==> config.mk <==
export PLATFORM = sky130hd
export DESIGN_NAME = rf_write_sequencer
export DESIGN_NICKNAME = d
export VERILOG_FILES = /design/src/rtl/rf_wseq_pkg.sv /design/src/rtl/rf_write_sequencer.sv
export SDC_FILE = /design/constraint.sdc
export NUM_CORES = 1
export LEC_CHECK = 0
export CELL_PAD_IN_SITES_DETAIL_PLACEMENT = 1
export CELL_PAD_IN_SITES_GLOBAL_PLACEMENT = 1
export CORE_ASPECT_RATIO = 0.5
export CORE_MARGIN = 2
export CORE_UTILIZATION = 45
export CTS_CLUSTER_DIAMETER = 200
export CTS_CLUSTER_SIZE = 28
export DETAILED_ROUTE_END_ITERATION = 7
export GPL_ROUTABILITY_DRIVEN = 0
export PLACE_DENSITY = 0.79
export SYNTH_ARGS = -nofsm -noshare
export SYNTH_HDL_FRONTEND = slang
export SYNTH_SLANG_ARGS = --single-unit
==> constraint.sdc <==
create_clock -name CLK -period 6.05 [get_ports CLK]
set_clock_uncertainty 0.05 [all_clocks]
set_input_delay 0.9075 -clock CLK [delete_from_list [all_inputs] [get_ports CLK]]
set_output_delay 0.9075 -clock CLK [all_outputs]
set_load 0.01 [all_outputs]
==> src/rtl/rf_wseq_pkg.sv <==
// Shared definitions for the RF write sequencer: per-entry lifecycle encoding.
package rf_wseq_pkg;

    typedef enum logic [1:0] {
        ST_IDLE    = 2'd0,
        ST_WAIT    = 2'd1,
        ST_READY   = 2'd2,
        ST_WRITTEN = 2'd3
    } entry_state_t;

endpackage

==> src/rtl/rf_write_sequencer.sv <==
// Reserves RF write names at issue, buffers out-of-order results and retires writes/frees in allocation order.
// Optional macro RF_WSEQ_BYPASS_EN: a result for the oldest waiting entry is written to the RF in the same cycle.
module rf_write_sequencer
    import rf_wseq_pkg::*;
#(
    parameter int addr_width = 5,
    parameter int data_width = 32,
    parameter int name_width = 2,
    parameter int numNames   = 2**name_width
) (
    input  logic                  CLK,
    input  logic                  RST,
    input  logic [addr_width-1:0] ISS_ADDR,
    input  logic                  ISS_E,
    output logic                  ISS_READY,
    output logic [name_width-1:0] ISS_NAME,
    input  logic [name_width-1:0] RES_NAME,
    input  logic [data_width-1:0] RES_DATA,
    input  logic                  RES_E,
    output logic                  RES_READY,
    output logic [addr_width-1:0] RF_ADDR_IN,
    output logic                  RF_ALLOC_E,
    input  logic                  RF_ALLOC_READY,
    output logic [name_width-1:0] RF_NAME_IN_1,
    output logic [data_width-1:0] RF_D_IN_1,
    output logic                  RF_WE_1,
    output logic [name_width-1:0] RF_W_F,
    output logic                  RF_WFE,
    input  logic                  RF_F_READY,
    output logic [name_width:0]   PENDING
);

    entry_state_t          ent_state     [numNames];
    entry_state_t          ent_state_nxt [numNames];
    logic [data_width-1:0] ent_buf       [numNames];

    logic [name_width-1:0] alloc_ptr;
    logic [name_width-1:0] wr_ptr;
    logic [name_width-1:0] free_ptr;
    logic [name_width:0]   pending;

    logic iss_fire;
    logic res_fire;
    logic wr_from_buf;
    logic wr_bypass;
    logic wr_fire;
    logic free_fire;

    assign ISS_READY  = RF_ALLOC_READY && (ent_state[alloc_ptr] == ST_IDLE);
    assign iss_fire   = ISS_E && ISS_READY;
    assign RF_ALLOC_E = iss_fire;
    assign RF_ADDR_IN = ISS_ADDR;
    assign ISS_NAME   = alloc_ptr;

    assign RES_READY  = (ent_state[RES_NAME] == ST_WAIT);
    assign res_fire   = RES_E && RES_READY;

    assign wr_from_buf = (ent_state[wr_ptr] == ST_READY);
`ifdef RF_WSEQ_BYPASS_EN
    // Only the head of the write order may bypass, so ordering is unchanged.
    assign wr_bypass = !wr_from_buf && res_fire && (RES_NAME == wr_ptr);
`else
    assign wr_bypass = 1'b0;
`endif
    assign wr_fire      = wr_from_buf || wr_bypass;
    assign RF_WE_1      = wr_fire;
    assign RF_NAME_IN_1 = wr_ptr;
    assign RF_D_IN_1    = wr_bypass ? RES_DATA : ent_buf[wr_ptr];

    assign RF_WFE    = (ent_state[free_ptr] == ST_WRITTEN);
    assign RF_W_F    = free_ptr;
    assign free_fire = RF_WFE && RF_F_READY;

    assign PENDING = pending;

    // The four events always target distinct entries, except a bypassed result
    // whose write transition is applied after its result transition.
    always_comb begin
        ent_state_nxt = ent_state;
        if (iss_fire)  ent_state_nxt[alloc_ptr] = ST_WAIT;
        if (res_fire)  ent_state_nxt[RES_NAME]  = ST_READY;
        if (wr_fire)   ent_state_nxt[wr_ptr]    = ST_WRITTEN;
        if (free_fire) ent_state_nxt[free_ptr]  = ST_IDLE;
    end

    always_ff @(posedge CLK) begin
        if (!RST) begin
            for (int i = 0; i < numNames; i++) ent_state[i] <= ST_IDLE;
            alloc_ptr <= '0;
            wr_ptr    <= '0;
            free_ptr  <= '0;
            pending   <= '0;
        end else begin
            ent_state <= ent_state_nxt;
            if (iss_fire)  alloc_ptr <= alloc_ptr + name_width'(1);
            if (wr_fire)   wr_ptr    <= wr_ptr + name_width'(1);
            if (free_fire) free_ptr  <= free_ptr + name_width'(1);
            case ({iss_fire, free_fire})
                2'b10:   pending <= pending + (name_width+1)'(1);
                2'b01:   pending <= pending - (name_width+1)'(1);
                default: pending <= pending;
            endcase
        end
    end

    // Result buffers carry data only and are not reset.
    always_ff @(posedge CLK) begin
        if (res_fire) ent_buf[RES_NAME] <= RES_DATA;
    end

endmodule

* Yosys cells after proc, flatten, opt, wreduce, memory -nomap -nowiden *
Memories as Yosys holds them, arrays and structs flattened. A register that Yosys moved wholly into a read port is not among the register bits.
Cells that the tools add are included.

word-level totals
  output and inout bits = 51
  memories kept = 1
  register bits after elaboration = 17
  logic and storage cells = 79
  input bits = 45
  bits in writable memories = 128

cells by class
  add/subtract/negate cells = 5
  muxes and demuxes = 29
  equal/unequal tests = 5
  magnitude comparators = 8
  reductions and logical operators = 10
  bitwise operators = 13

memories
  memory   depth  bits a word  rd ports  clocked after Yosys merged registers in  write ports  RTL line                  source
  ent_buf  4      32           1         1                                        1            rf_write_sequencer.sv:35  logic [data_width-1:0] ent_buf [numNames];

operators with widths
  cell                                                         number
  two-way mux 8 bit                                            4
  two-way mux 2 bit                                            14
  binary-select mux 2 bit (select 2 bit)                       4
  demux 2 bit (select 2 bit)                                   4
  >= comparator 3 bit (second input constant)                  4
  less-than comparator 3 x 1 -> 1 bit (second input constant)  4
  NOT 2 -> 3 bit                                               4
  bitwise AND 4 bit                                            2
  bitwise AND 8 bit                                            1
  logical AND 1 bit                                            8
  NOT 4 bit                                                    2
  NOT 8 bit                                                    1
  OR 4 bit                                                     2
  OR 8 bit                                                     1
  adder 2 x 1 -> 2 bit (second input constant)                 3
  equality test 2 bit (second input constant)                  3
  case mux 3 bit (2 select lines)                              1
  equality test 2 x 1 -> 1 bit (second input constant)         2
  adder 3 x 1 -> 3 bit (second input constant)                 1
  subtractor 3 x 1 -> 3 bit (second input constant)            1
  logical NOT 2 bit                                            1
  two-way mux 1 bit                                            2
  nonzero test 2 bit                                           1

* Logic depth before layout (Yosys ltp) *
  depth in word-level cells = 14
  mapped depth = 9
  gate-level depth less buffers = 9

* Worst setup path before layout *
Ideal clock, no wire load.

  path kind = register to register
  start = register ent_state[6] in the netlist's numbering
  end = register pending[2] (netlist: PENDING[2])
  buffers on the path = 0
  data arrival time = 2.485 ns
  path slack = 3.444 ns
  data required time = 5.929 ns
  library setup time = 0.071 ns
  period minus slack after synthesis = 2.606 ns
  cell stages (with the launch flop) = 10
  cells stage by stage = dfxtp_1 or2_1 mux4_2 nor2_2 inv_2 ha_1 fa_1 xnor2_1 or3_1 a21oi_1

on the way
  longest elaborated chain between the ends = 8
  elaborated cells between the ends (all ways) = 15
  those cells by class = 3 x eq/ne; 7 x mux; 5 x reduce/logical

RTL lines
  item                                                                          RTL line                   source
  start, declared                                                               rf_write_sequencer.sv:33   entry_state_t ent_state [numNames];
  start signal, assigned                                                        rf_write_sequencer.sv:94   ent_state <= ent_state_nxt;
  binary-select mux 2 bit (select 2 bit) *                                      rf_write_sequencer.sv:49   assign ISS_READY = RF_ALLOC_READY && (ent_state[alloc_ptr] == ST_IDLE);
  two-way mux 2 bit (not written as such) * (2 in a row)                        rf_write_sequencer.sv:49
  logical NOT 2 bit *                                                           rf_write_sequencer.sv:49
  logical AND 1 bit *                                                           rf_write_sequencer.sv:49
  logical AND 1 bit *                                                           rf_write_sequencer.sv:50   assign iss_fire = ISS_E && ISS_READY;
  named net RF_ALLOC_E                                                          rf_write_sequencer.sv:22   output logic RF_ALLOC_E,
  equality test 2 x 1 -> 1 bit / equality test 2 bit (equally long branches)    rf_write_sequencer.sv:98   case ({iss_fire, free_fire})
  case mux 3 bit (2 select lines) / nonzero test 2 bit (equally long branches)  --
  end signal, assigned                                                          rf_write_sequencer.sv:99   2'b10: pending <= pending + (name_width+1)'(1);
  end signal, assigned                                                          rf_write_sequencer.sv:100  2'b01: pending <= pending - (name_width+1)'(1);
  end signal, assigned                                                          rf_write_sequencer.sv:101  default: pending <= pending;
  end, declared                                                                 rf_write_sequencer.sv:40   logic [name_width:0] pending;

The timed path passes the listed nets; every way through them passes the cells marked *. The select of a mux whose other input is x is not followed.
A chain may end at the register's enable or synchronous reset.

* Worst setup path after layout *
  start = input port RES_NAME[1]
  end = output port RES_READY

on the way
  longest elaborated chain between the ends = 5

RTL lines
  item                                                  RTL line                  source
  start, declared                                       rf_write_sequencer.sv:17  input logic [name_width-1:0] RES_NAME,
  NOT 2 -> 3 bit (not written as such)                  rf_write_sequencer.sv:55  assign RES_READY = (ent_state[RES_NAME] == ST_WAIT);
  binary-select mux 2 bit (select 2 bit)                rf_write_sequencer.sv:55
  two-way mux 2 bit (not written as such) (2 in a row)  rf_write_sequencer.sv:55
  equality test 2 x 1 -> 1 bit                          rf_write_sequencer.sv:55
  end, declared                                         rf_write_sequencer.sv:20  output logic RES_READY,

Every way passes these cells. The select of a mux whose other input is x is not followed.

==> metrics.md <==
| Metric | Value |
|---|---|
| Fin. max-slew vios | `0` |
| CTS tree | `yes` |
| Postcts setup bufs | `0` |
| Highest fanout seen on the critical path | `7` |
| Seq/Total Area, Yosys | `between 70% and 80%` |
| # setup viols final | `0` |
| Max Cap Viol | `0` |
| Site row count | `29` |
| Synth Area per Inst | `about 18 µm²` |
| Pin count of the biggest net entering global routing | `33` |
| Hold Buf Count CTS | `0` |
| Global-route wire length before repair | `20.2 mm` |
| R2R setup slack | `between 3 and 4 ns` |
| Final Hold Fails | `0` |
| TNS Setup | `0 ns` |
| Vias in the first global route | `between 3000 and 4000` |
| Hold Crit Class | `reg2reg` |
| Post-synth net total | `380` |
| Rel. slew slack | `45.3%` |
| Count leader, synth | `edfxtp_1` |
| Resized Gates After CTS | `0` |
| Hold WS | `a little under 0.5 ns` |
| Initial Utilization | `46.3%` |
| Outcome | `finished clean` |
| Met1 WL | `~5.2 mm` |
| Antenna diode count | `0` |
| Top Metal Used | `met4` |
| IO buf count | `85` |
| Reg2reg end | `PENDING[2]` |
| Worst hold endpoint | `RF_W_F[1]` |
| Lkg Pwr | `approximately 2.5 nW` |
| Clk_lat worst skew | `around 0.41 ns` |
| Synth top cells by count | `edfxtp_1 (128), mux4_2 (36), dfxtp_1 (19)` |
| Top_reg_cell synth | `edfxtp_1` |
| Share of layout cells above drive strength 1 | `a little under a fifth` |
| CTS Root Cell | `clkbuf_16` |
| Arrival @ worst endpoint | `around 2.5 ns` |
| Max clock buf depth | `2` |
| Grt ovf | `0` |
| Die W | `around 170 µm` |
| Net count, final | `475` |
| Yosys top cell area share | `65.3%` |
| Slew @ Worst Pin | `between 0.8 and 0.9 ns` |
| Setup crit end kind | `output port` |
| Top-Level Pins | `between 90 and 100` |
| Placed cell count | `567` |
| CTS buffer count | `17` |
| Chip Height | `approximately 85 µm` |
| Synth async-reset ratio | `0%` |
| Synth Instances | `321` |
| DR iter-0 viols | `around 130` |
| Via count | `3263` |
| Die area | `roughly 0.014 mm²` |
| Worst path required time | `roughly 5.1 ns` |
| Crit Reg-Reg Startpoint | `ent_state[6]` |
| Core box area | `approximately 0.013 mm²` |
| CTS HTree Levels | `4` |
| Clock transition at path regs | `0.06 ns` |
| GR Util All Layers | `between 10% and 20%` |
| Antenna-violating nets left | `0` |
| Final HPWL DP | `between 7 and 8 mm` |
| Post-synth top area cell | `edfxtp_1` |
| Hold Crit Depth | `2` |
| Startpoint Class | `input pin` |
| Cell area power density | `about 310 mW/mm²` |
| CTS sink cnt | `about 150` |
| Routed len/inst | `between 20 and 25 µm` |
| Final wirelength | `about 13 mm` |
| P&R area growth vs syn | `26.9%` |
| Warnings, synthesis | `0` |
| Met3 wire length | `between 400 and 500 µm` |
| RSZ-0062 raised after global routing | `false` |
| Initial antenna violation count | `0` |
| Tmin final | `between 3 and 4 ns` |
| Synth unique cells | `35` |
| Number of synthesized flops with an enable pin | `between 100 and 150` |
| Peak VDD IR | `roughly 0.20 mV` |
| Critical path class | `in2out` |
| Fin cells | `between 500 and 600` |
| Post-Synthesis Cell Area | `between 0.005 and 0.006 mm²` |
| DRT Pass-1 Iters | `4` |
| Routed vias/inst | `5.45` |
| R2R cell count | `9` |
| Synth top area cells | `edfxtp_1 (65%), mux4_2 (14%), dfxtp_1 (6.5%)` |
| Tcrit/Tclk final | `approximately 57%` |
| Fmax | `between 200 and 300 MHz` |
| Met2 WL post-DR | `6.74 mm` |
| DRC | `0` |
| Post-synthesis sequential element count | `around 150` |
| Design Power | `around 0.0023 W` |
| Hold path start | `RF_W_F[1]` |
-- cells by family (layout without fill, tap and decap cells) --
family / count (synthesis) / in the layout / synth area share (%)
adders and majority gates: 14 / 14 / 3.10
DFF: 147 / 147 / 71.8
and+or+nand+nor: 57 / 57 / 4.93
muxes: 39 / 39 / 14.3
buffers and inverters: 30 / 138 / 2.30
xor gates and xnor gates: 3 / 3 / 0.447
AOI/OAI and AO/OA: 31 / 31 / 3.17
-- metal layers --
layer / GRT usage (%) / vias up
li1: - / 1466
met3: 6.25 / 21
met4: 6.32 / 0
met2: 34.9 / 78
met1: 22.2 / 1698
met5: 0 / -
-- where the power goes --
part	internal (W)	total, W	switching, W	leakage, nW
Combinational	0.000123	0.000222	0.0000984	0.899
Clock	0.000542	0.000985	0.000443	0.270
Sequential	0.00111	0.00113	0.0000140	1.31
Total	0.00178	0.00233	0.000555	2.47
-- metrics by stage --
| step | instance area, µm² | setup WS (ns) | utilization [%] |
|---|---|---|---|
| 2_1_floorplan | 5890 | 3.44 | - |
| 3_3_place_gp | 6910 | 2.65 | 54.4 |
| 3_5_place_dp | 6910 | 2.59 | 54.4 |
| 4_1_cts | 7470 | 2.57 | 58.8 |
| 5_1_grt | 7470 | 2.41 | 58.8 |
| 6_report | 7470 | 2.58 | 58.8 |
-- cells in the final DEF, fill, tap and decap left out, drive strengths merged --
cell type,instances
or4,2
nand2,17
dfxtp,19
nand2b,1
and2b,2
edfxtp,128
clkinv,2
xor2,1
or2,4
a22oi,1
nor2b,3
nand3b,1
ha,13
and2,2
nand4,6
fa,1
mux4,36
mux2i,3
buf,5
clkdlybuf4s50,85
a31oi,8
a21oi,7
nor2,12
inv,27
clkinvlp,2
nand3,4
or3,1
clkbuf,17
a31o,4
o21ai,10
nor3b,2
xnor2,2
a211o,1
-- worst max-delay path, stage by stage --
cell and delay [ns]:
clkdlybuf4s50_1 0.53, nor3b_1 0.31, a21oi_1 0.07, a21oi_1 0.15, clkdlybuf4s50_1 0.55
-- how the worst max path moves through the flow --
stage | slack [ns] | end | cells past startpoint | start
after detailed placement | 2.59 | RES_READY | 5 | RES_NAME[1]
final | 2.58 | RES_READY | 5 | RES_NAME[1]
after global routing | 2.41 | RES_READY | 5 | RES_NAME[1]
after global placement | 2.65 | RES_READY | 5 | RES_NAME[1]
after CTS | 2.57 | RES_READY | 5 | RES_NAME[1]
after floorplan | 3.44 | PENDING[2] | 9 | ent_state[6]
-- sequential cells by signal, summed over array words and instances, names as in the netlist, named ones only --
name          cells
RF_NAME_IN_1      2
ISS_NAME          2
ent_buf         128
PENDING           3
RF_W_F            2
ent_state         8
-- final cells by class --
cell class / count / area (µm²)
fillers: 1169 / 5230
flip-flops and latches: 147 / 4230
multi-input cells: 144 / 1530
repair buffers: 90 / 888
clock buffers: 17 / 425
well taps: 170 / 213
clock inverters: 15 / 131
inverters: 16 / 60.1
(Power assumes the default switching activity.)
